## src/rtl/manchester_frame_assembler_pkg.sv

```systemverilog
// Shared definitions for the Manchester frame assembler: state encoding,
// frame error codes and the bit-serial CRC-8 step.
package manchester_frame_assembler_pkg;

    typedef enum logic [1:0] {
        ST_IDLE    = 2'd0,
        ST_RECEIVE = 2'd1,
        ST_FLUSH   = 2'd2
    } state_t;

    localparam logic [1:0] ERR_NONE  = 2'd0;
    localparam logic [1:0] ERR_CRC   = 2'd1;
    localparam logic [1:0] ERR_SHORT = 2'd2;
    localparam logic [1:0] ERR_OVF   = 2'd3;

    localparam logic [7:0] CRC8_POLY = 8'h07;

    // One MSB-first CRC-8 step; a frame whose last byte is its CRC ends at zero.
    function automatic logic [7:0] crc8_step(input logic [7:0] crc, input logic b);
        logic fb;
        fb = crc[7] ^ b;
        return {crc[6:0], 1'b0} ^ (fb ? CRC8_POLY : 8'h00);
    endfunction

endpackage

```

## src/rtl/manchester_frame_assembler_byte_fifo.sv

```systemverilog
// Small synchronous FIFO of {last, data} entries. A push on a full FIFO is
// ignored unless a pop happens in the same cycle.
module manchester_frame_assembler_byte_fifo #(
    parameter int DEPTH = 4
) (
    input  logic       clock,
    input  logic       reset,
    input  logic       push,
    input  logic [8:0] push_data,
    input  logic       pop,
    output logic       full,
    output logic       empty,
    output logic [8:0] head
);
    localparam int AW = $clog2(DEPTH);

    logic [8:0]    mem [DEPTH];
    logic [AW-1:0] wr_ptr;
    logic [AW-1:0] rd_ptr;
    logic [AW:0]   count;
    logic          do_push;
    logic          do_pop;

    assign full    = (count == (AW+1)'(DEPTH));
    assign empty   = (count == '0);
    assign do_pop  = pop && !empty;
    assign do_push = push && (!full || do_pop);
    assign head    = mem[rd_ptr];

    always_ff @(posedge clock) begin
        if (reset) begin
            wr_ptr <= '0;
            rd_ptr <= '0;
            count  <= '0;
        end else begin
            if (do_push) begin
                mem[wr_ptr] <= push_data;
                wr_ptr      <= wr_ptr + AW'(1);
            end
            if (do_pop) begin
                rd_ptr <= rd_ptr + AW'(1);
            end
            count <= count + (AW+1)'(do_push) - (AW+1)'(do_pop);
        end
    end

endmodule

```

## src/rtl/manchester_frame_assembler.sv

```systemverilog
// Packs decoded Manchester bits into CRC-8 checked frames and streams the bytes
// out through a FIFO with valid/ready and a last flag; status pulses at frame end.
module manchester_frame_assembler
    import manchester_frame_assembler_pkg::*;
#(
    parameter int IDLE_TIMEOUT = 36,
    parameter int FIFO_DEPTH   = 4,
    parameter int MAX_BYTES    = 32,
    parameter int LEN_W        = $clog2(MAX_BYTES + 1)
) (
    input  logic             clock,
    input  logic             reset,
    input  logic             bit_valid,
    input  logic             bit_data,
    input  logic             frame_start,
    output logic [7:0]       out_data,
    output logic             out_last,
    output logic             out_valid,
    input  logic             out_ready,
    output logic             frame_done,
    output logic             frame_ok,
    output logic [1:0]       err_code,
    output logic [LEN_W-1:0] frame_len,
    output state_t           fsm_state
);
    // Output handshake: a byte transfers on every clock edge where
    // out_valid && out_ready; out_data/out_last are stable while out_valid
    // is high and not accepted, and read as zero while out_valid is low.
    localparam int TMR_W = $clog2(IDLE_TIMEOUT);

    state_t             state_q, state_d;
    logic [6:0]         shift_q, shift_d;
    logic [2:0]         bit_cnt_q, bit_cnt_d;
    logic [7:0]         crc_q, crc_d;
    logic [LEN_W-1:0]   len_q, len_d;
    logic [7:0]         stage_q, stage_d;
    logic               stage_vld_q, stage_vld_d;
    logic               ovf_q, ovf_d;
    logic [TMR_W-1:0]   timer_q, timer_d;
    logic               rearm_q, rearm_d;
    logic               done_d, ok_d;
    logic [1:0]         err_d;
    logic [LEN_W-1:0]   len_out_d;
    logic               clear_frame;

    logic               push;
    logic [8:0]         push_data;
    logic               fifo_full;
    logic               fifo_empty;
    logic [8:0]         fifo_head;
    logic               fifo_blocked;

    manchester_frame_assembler_byte_fifo #(.DEPTH(FIFO_DEPTH)) u_fifo (
        .clock     (clock),
        .reset     (reset),
        .push      (push),
        .push_data (push_data),
        .pop       (out_ready),
        .full      (fifo_full),
        .empty     (fifo_empty),
        .head      (fifo_head)
    );

    // A full FIFO only frees a slot this cycle if the consumer pops.
    assign fifo_blocked = fifo_full && !out_ready;
    assign out_valid    = !fifo_empty;
    assign out_data     = fifo_empty ? 8'h00 : fifo_head[7:0];
    assign out_last     = !fifo_empty && fifo_head[8];
    assign fsm_state    = state_q;

    always_comb begin
        state_d     = state_q;
        shift_d     = shift_q;
        bit_cnt_d   = bit_cnt_q;
        crc_d       = crc_q;
        len_d       = len_q;
        stage_d     = stage_q;
        stage_vld_d = stage_vld_q;
        ovf_d       = ovf_q;
        timer_d     = timer_q;
        rearm_d     = rearm_q;
        push        = 1'b0;
        push_data   = '0;
        clear_frame = 1'b0;
        done_d      = 1'b0;
        ok_d        = 1'b0;
        err_d       = ERR_NONE;
        len_out_d   = '0;

        case (state_q)
            ST_IDLE: begin
                if (frame_start) begin
                    state_d     = ST_RECEIVE;
                    clear_frame = 1'b1;
                end
            end
            ST_RECEIVE: begin
                timer_d = timer_q + TMR_W'(1);
                if (frame_start) begin
                    state_d = ST_FLUSH;
                    rearm_d = 1'b1;
                end else if (bit_valid) begin
                    timer_d   = '0;
                    shift_d   = {shift_q[5:0], bit_data};
                    crc_d     = crc8_step(crc_q, bit_data);
                    bit_cnt_d = bit_cnt_q + 3'd1;
                    if (bit_cnt_q == 3'd7) begin
                        if (len_q == LEN_W'(MAX_BYTES)) begin
                            ovf_d = 1'b1;
                        end else begin
                            push        = stage_vld_q;
                            push_data   = {1'b0, stage_q};
                            if (stage_vld_q && fifo_blocked) ovf_d = 1'b1;
                            stage_d     = {shift_q, bit_data};
                            stage_vld_d = 1'b1;
                            len_d       = len_q + LEN_W'(1);
                        end
                    end
                end else if (timer_q == TMR_W'(IDLE_TIMEOUT - 1)) begin
                    state_d = ST_FLUSH;
                    rearm_d = 1'b0;
                end
            end
            ST_FLUSH: begin
                // A start with no complete byte is discarded without status.
                if (len_q != '0) begin
                    push      = 1'b1;
                    push_data = {1'b1, stage_q};
                    done_d    = 1'b1;
                    len_out_d = len_q;
                    if (ovf_q || fifo_blocked)                        err_d = ERR_OVF;
                    else if (bit_cnt_q != 3'd0 || len_q < LEN_W'(2))  err_d = ERR_SHORT;
                    else if (crc_q != 8'h00)                          err_d = ERR_CRC;
                    ok_d = (err_d == ERR_NONE);
                end
                if (rearm_q || frame_start) begin
                    state_d     = ST_RECEIVE;
                    clear_frame = 1'b1;
                end else begin
                    state_d = ST_IDLE;
                end
            end
            default: state_d = ST_IDLE;
        endcase

        if (clear_frame) begin
            shift_d     = '0;
            bit_cnt_d   = '0;
            crc_d       = '0;
            len_d       = '0;
            stage_vld_d = 1'b0;
            ovf_d       = 1'b0;
            timer_d     = '0;
            rearm_d     = 1'b0;
        end
    end

    always_ff @(posedge clock) begin
        if (reset) begin
            state_q     <= ST_IDLE;
            shift_q     <= '0;
            bit_cnt_q   <= '0;
            crc_q       <= '0;
            len_q       <= '0;
            stage_q     <= '0;
            stage_vld_q <= 1'b0;
            ovf_q       <= 1'b0;
            timer_q     <= '0;
            rearm_q     <= 1'b0;
            frame_done  <= 1'b0;
            frame_ok    <= 1'b0;
            err_code    <= ERR_NONE;
            frame_len   <= '0;
        end else begin
            state_q     <= state_d;
            shift_q     <= shift_d;
            bit_cnt_q   <= bit_cnt_d;
            crc_q       <= crc_d;
            len_q       <= len_d;
            stage_q     <= stage_d;
            stage_vld_q <= stage_vld_d;
            ovf_q       <= ovf_d;
            timer_q     <= timer_d;
            rearm_q     <= rearm_d;
            frame_done  <= done_d;
            frame_ok    <= ok_d;
            err_code    <= err_d;
            frame_len   <= len_out_d;
        end
    end

endmodule
```

## config.mk

```make
export PLATFORM = sky130hd
export DESIGN_NAME = manchester_frame_assembler
export DESIGN_NICKNAME = d
export VERILOG_FILES = /design/src/rtl/manchester_frame_assembler_pkg.sv /design/src/rtl/manchester_frame_assembler_byte_fifo.sv /design/src/rtl/manchester_frame_assembler.sv
export SDC_FILE = /design/constraint.sdc
export NUM_CORES = 1
export LEC_CHECK = 0
export ABC_AREA = 1
export BUFFER_PORTS_ARGS = -buffer_cell sky130_fd_sc_hd__clkbuf_2
export CORE_AREA = 2 2 133 135
export CTS_CLUSTER_DIAMETER = 40
export DETAILED_ROUTE_END_ITERATION = 7
export DIE_AREA = 0 0 135 137
export PLACE_DENSITY = 0.42
export SYNTH_ARGS = -nofsm -noshare
export SYNTH_HDL_FRONTEND = slang
export SYNTH_SLANG_ARGS = --single-unit
```

## constraint.sdc

```tcl
create_clock -name clock -period 4.8 [get_ports clock]
set_input_delay 0.24 -clock clock [delete_from_list [all_inputs] [get_ports clock]]
set_output_delay 0.24 -clock clock [all_outputs]
set_load 0.005 [all_outputs]
```

==> results of run 1 <==
-- cells in the mapped netlist (3+ instances only) --
cell,count,area share [%]
nand2_2,5,0.75
nand4_1,4,0.60
edfxtp_1,36,26
nor2_1,76,6.8
a21oi_1,45,5.4
nand3_1,13,1.6
nor3b_1,5,0.90
nor3_1,5,0.60
dfxtp_1,62,30
o21ai_0,36,4.3
a21oi_2,3,0.63
xor2_1,7,1.5
inv_2,4,0.36
o21ai_2,7,1.5
ha_1,16,4.8
buf_2,8,0.96
inv_1,47,4.2
nand2_1,47,4.2
-- per-stage QoR --
step / area (sq um) / worst slack [ns] / hold slack (ns) / utilization, % / power, mW
4_1_cts: 4880 / 1.34 / 0.165 / 28.6 / 2.26
6_report: 4880 / 1.38 / 0.169 / 28.6 / 2.22
3_3_place_gp: 4500 / 1.42 / 0.446 / 26.4 / 1.35
2_1_floorplan: 4170 / 2.48 / 0.307 / - / 1.20
5_1_grt: 4880 / 1.00 / 0.178 / 28.6 / 2.35
3_5_place_dp: 4500 / 1.36 / 0.448 / 26.4 / 1.36
-- critical path: stages (launching register included) --
cell and delay, ns:
dfxtp_1 0.33, inv_1 0.11, ha_1 0.37, nand3_4 0.26
nor2_4 0.16, nand2_2 0.36, nand2_2 0.25, nand3_4 0.12
nor3b_1 1.05
-- layout make-up --
type | instances | area share [%]
clock inverter | 3 | 1.85
inverter | 52 | 4.00
clock buffer | 13 | 6.00
tap | 225 | 5.77
sequential | 98 | 47.6
multi-input combinational | 283 | 31.7
timing repair buffer | 29 | 3.08
-- worst paths after layout --
check / start / end / slack (ns)
hold / removal: reset / u_fifo.count[1] / 0.17
setup / recovery: fsm_state[1] / u_fifo.mem[1][4] / 1.38
hold reg to reg: stage_q[7] / stage_q[7] / 0.45
setup reg to reg: fsm_state[1] / u_fifo.mem[1][4] / 1.38
-- kinds of logic after synthesis --
logic type,after synthesis
adder cells (fa/ha/maj),17
AO/OA/AOI/OAI,95
flip-flops,98
XOR/XNOR,9
buffers and inverters,67
AND/OR/NAND/NOR,162
-- registers in the layout, summed over array words and instances, names as in the netlist, 3 cells and up, named ones only --
register      cells
shift_q           7
bit_cnt_q         3
u_fifo.mem       36
frame_len         6
stage_q           8
u_fifo.count      3
len_q             6
timer_q           6
crc_q             8
-- report_power, final --
part	switching (mW)	total [mW]	internal [mW]
combinational	0.246	0.398	0.152
sequential	0.0427	0.931	0.888
clock	0.305	0.892	0.587
-- cells in the final DEF, fill, tap and decap left out, types with 4 or more instances in the layout --
master,n
nor2_1,76
dfxtp_1,62
inv_1,47
nand2_1,47
a21oi_1,45
o21ai_0,36
edfxtp_1,36
clkbuf_2,27
ha_1,16
nand3_1,13
clkbuf_16,11
o21ai_2,7
xor2_1,7
nor3_1,5
nand2_2,5
nor3b_1,5
inv_2,4
nand4_1,4
-- layer usage --
layer  vias up  global-route usage (%)  part of all wire (%)
li1       1525                       -                     -
met1      1327                    13.0                    48
met2        36                    17.4                    47
met3        10                    2.93                   3.1
met4         0                    3.99                   1.8
met5         -                       0                     0
==> metrics.txt, run 1 <==
# setup viols final 0; vias in the first global route 2841; Worst setup EP type flop; HPWL Detailed 6.43 mm; die area 18500 sq um; clock skew 0.00796 ns; fraction of registers with async set/reset 0%; # diodes 0; syn nets 471; status finished clean; TritonRoute pass-1 iters 4; adder-cell area share of the yosys netlist 5.29%; crit path DAT 3.38 ns; Die W 135 microns; number of flops mapped to enable cells by yosys 36; max-slew violations 0; Cell Pwr Density 455 nW/um^2; vias 2898; clock sinks 98; Seq/Total Area, Yosys 55.8%; RSZ-0062 raised after global routing no; first-pass GRT wire length 14.8 mm; XOR/XNOR Fraction of Synth Area 1.89%; post-synthesis cell area 4170 sq um; compound-cell area share of the yosys netlist 12.4%; Multi-input gate area 1550 sq um; measured slew at the worst slew-check pin 1.31 ns; vias per cell 4.12; leakage power 1.80 nW; clk buf depth 2; hold path depth 2; nets 496; P&R area growth vs syn 17.2%; CTS tree done; mux contribution to synthesized area 0%; synth unique cells 33; crit path kind reg -> reg; number of remaining DRC errors 0; crit path max fanout 29; DRT antenna net count 0; Top FF cell, synth dfxtp_1; Starting DRT DRC Count 142; grt total ovfl 0; DR WL/cell 12.6 microns; # fillers 1831; H-tree depth 3; WL final 8.88 mm; # rows 48; Final Cycle Share 71.2%; slew margin rel. 12.7%; largest net degree at the start of global routing 30; Gates resized, CTS repair 0; Hold Path Class in -> reg; clock latency on the worst-skew pair 0.35 ns; setup bufs post-CTS 0; Synth warnings 0; initial antenna violation count 0; cts bufs inserted 9; worst vdd ir 0.252 mV; Cell Count, Final, Fillers Out 703; largest family of logic cells by synthesized area simple AND/OR/NAND/NOR gates; register area 2320 sq um; fmax 0.293 GHz; Placer Congestion 0.769; Mean Syn Cell Area 9.30 sq um; input/output buffers 27; reg2reg path depth 8; Final Hold Viols 0; Cells after Synth 448; maxcap violations 0; Setup TNS Final 0 ns; Inst Count DP 687; share of cells above drive strength 1 14.4%; clock slew at reported path FFs 0.07 ns; GRT Total Usage 10.5%; core footprint 17100 sq um; Final min period 3.42 ns; hold_buf cts 0; Worst EP required 4.76 ns; root buffer cell clkbuf_16; IO Count 28; Initial Utilization 24.4%; Critical Path Source Type flop; Synth Area in Simple Gates 17.5%; Seq cells post-synth 98; DIE HEIGHT 137 microns
No activity file was read; power rests on OpenSTA's default activity.
==> run 2, diff against run 1 <==
Clock period 4.8 ns to 3.24 ns, I/O delays scaled along.
==> metrics.txt, run 2 (synthesis gave the netlist of run 1 again) <==
crit path kind reg -> reg; vias per cell 4.09; # rows 48; Placer Congestion 0.760; DIE HEIGHT 137 microns; Final Cycle Share 77.1%; crit path max fanout 17; max-slew violations 0; WL final 8.27 mm; number of remaining DRC errors 0; largest registers u_fifo.mem: 36 flops, crc_q: 8 flops, stage_q: 8 flops; P&R area growth vs syn 16.4%; # setup viols final 0; clock skew 0.00878 ns; Inst Count DP 692; root buffer cell clkbuf_16; H-tree depth 3; largest net degree at the start of global routing 29; clock latency on the worst-skew pair 0.35 ns; Die W 135 microns; clock sinks 98; Setup TNS Final 0 ns; worst vdd ir 0.262 mV; most frequent cells in the layout nor2_1 (76), dfxtp_1 (62), inv_1 (47), nand2_1 (47), a21oi_1 (45); HPWL Detailed 5.81 mm; measured slew at the worst slew-check pin 0.612 ns; Cell Pwr Density 638 nW/um^2; maxcap violations 0; Hold Path Class in -> reg; most common cell after layout, fill and taps aside nor2_1; Starting DRT DRC Count 190; GRT Total Usage 9.77%; max FFs per register 36; # diodes 0; core footprint 17100 sq um; Top reg by flops u_fifo.mem; Worst EP required 3.49 ns; # fillers 1837; Worst setup EP type flop; fmax 0.400 GHz; DRT antenna net count 0; Final min period 2.50 ns; Gates resized, CTS repair 0; hold_buf cts 0; share of cells above drive strength 1 15.1%; Cell Count, Final, Fillers Out 708; Final Util 28.4%; cts bufs inserted 9; Critical Path Source Type flop; nets 501; die area 18500 sq um; IO Count 28; vias in the first global route 2807; Final Hold Viols 0; TritonRoute pass-1 iters 4; CTS tree done; status finished clean; initial antenna violation count 0; first-pass GRT wire length 14.0 mm; setup bufs post-CTS 0; RSZ-0062 raised after global routing no; slew margin rel. 59.2%; vias 2899; Initial Utilization 24.4%; DR WL/cell 11.7 microns; clock slew at reported path FFs 0.07 ns; input/output buffers 27; grt total ovfl 0; leakage power 1.78 nW; clk buf depth 2; crit path DAT 2.74 ns
-- run 2: cell count changes in the layout (fill, tap and decap cells not counted) --
cell / delta
buf_4: +5
clkinv_2: +1
clkbuf_8: -1
bufinv_16: -1
clkinvlp_4: +2
clkbuf_1: +1
clkbuf_16: -2
-- run 2: area by class of cell --
| cell class | instances | area, sq um | area share, % |
|---|---|---|---|
| Inverter | 52 | 195 | 4.03 |
| Multi-Input combinational cell | 283 | 1550 | 31.9 |
| Tap cell | 225 | 282 | 5.81 |
| Timing Repair Buffer | 34 | 188 | 3.87 |
| Clock inverter | 5 | 80.1 | 1.65 |
| Sequential cell | 98 | 2320 | 47.9 |
| Clock buffer | 11 | 233 | 4.80 |
-- run 2: per-stage QoR --
| stage | hold slack, ns | cell area (sq um) | setup slack, ns | total power [mW] |
|---|---|---|---|---|
| global route | 0.0890 | 4850 | 0.479 | 3.28 |
| CTS | 0.0625 | 4850 | 0.748 | 3.16 |
| detailed placement | 0.446 | 4530 | 0.751 | 2.00 |
| floorplan | 0.229 | 4170 | 0.918 | 1.77 |
| global placement | 0.441 | 4530 | 0.785 | 1.99 |
| finish | 0.0720 | 4850 | 0.742 | 3.09 |
-- run 2: routing by layer --
metal / share of wire (%) / vias to the layer above / GRT usage (%)
li1: - / 1533 / -
met1: 50 / 1324 / 12.6
met2: 45 / 31 / 15.1
met3: 3.3 / 11 / 2.93
met4: 1.6 / 0 / 4.34
met5: 0 / - / 0
-- run 2: power by group --
group          internal, mW  total, mW  leakage, nW  switching (mW)
Combinational         0.229      0.581        0.867           0.352
Clock                 0.676       1.13        0.146           0.458
Sequential             1.32       1.38        0.769          0.0650
-- run 2: path summary, 6_finish.rpt --
check          startpoint               to  slack [ns]  cells after the start
max          fsm_state[1]  u_fifo.count[2]        0.74                     13
max reg2reg  fsm_state[1]  u_fifo.count[2]        0.74                     13
min reg2reg    stage_q[6]       stage_q[6]        0.45                      2
min                 reset  u_fifo.count[1]        0.07                      2
-- run 2: worst max-delay path: stages (launching register included) --
cell and delay, ns:
dfxtp_1 0.34, inv_1 0.12, ha_1 0.38, nand3_4 0.26, nor2_4 0.16, nand2_2 0.07
nand2_2 0.11, nand3_4 0.12, inv_1 0.08, ha_1 0.13, inv_1 0.05, fa_1 0.37
o21ai_0 0.17, a21oi_1 0.05
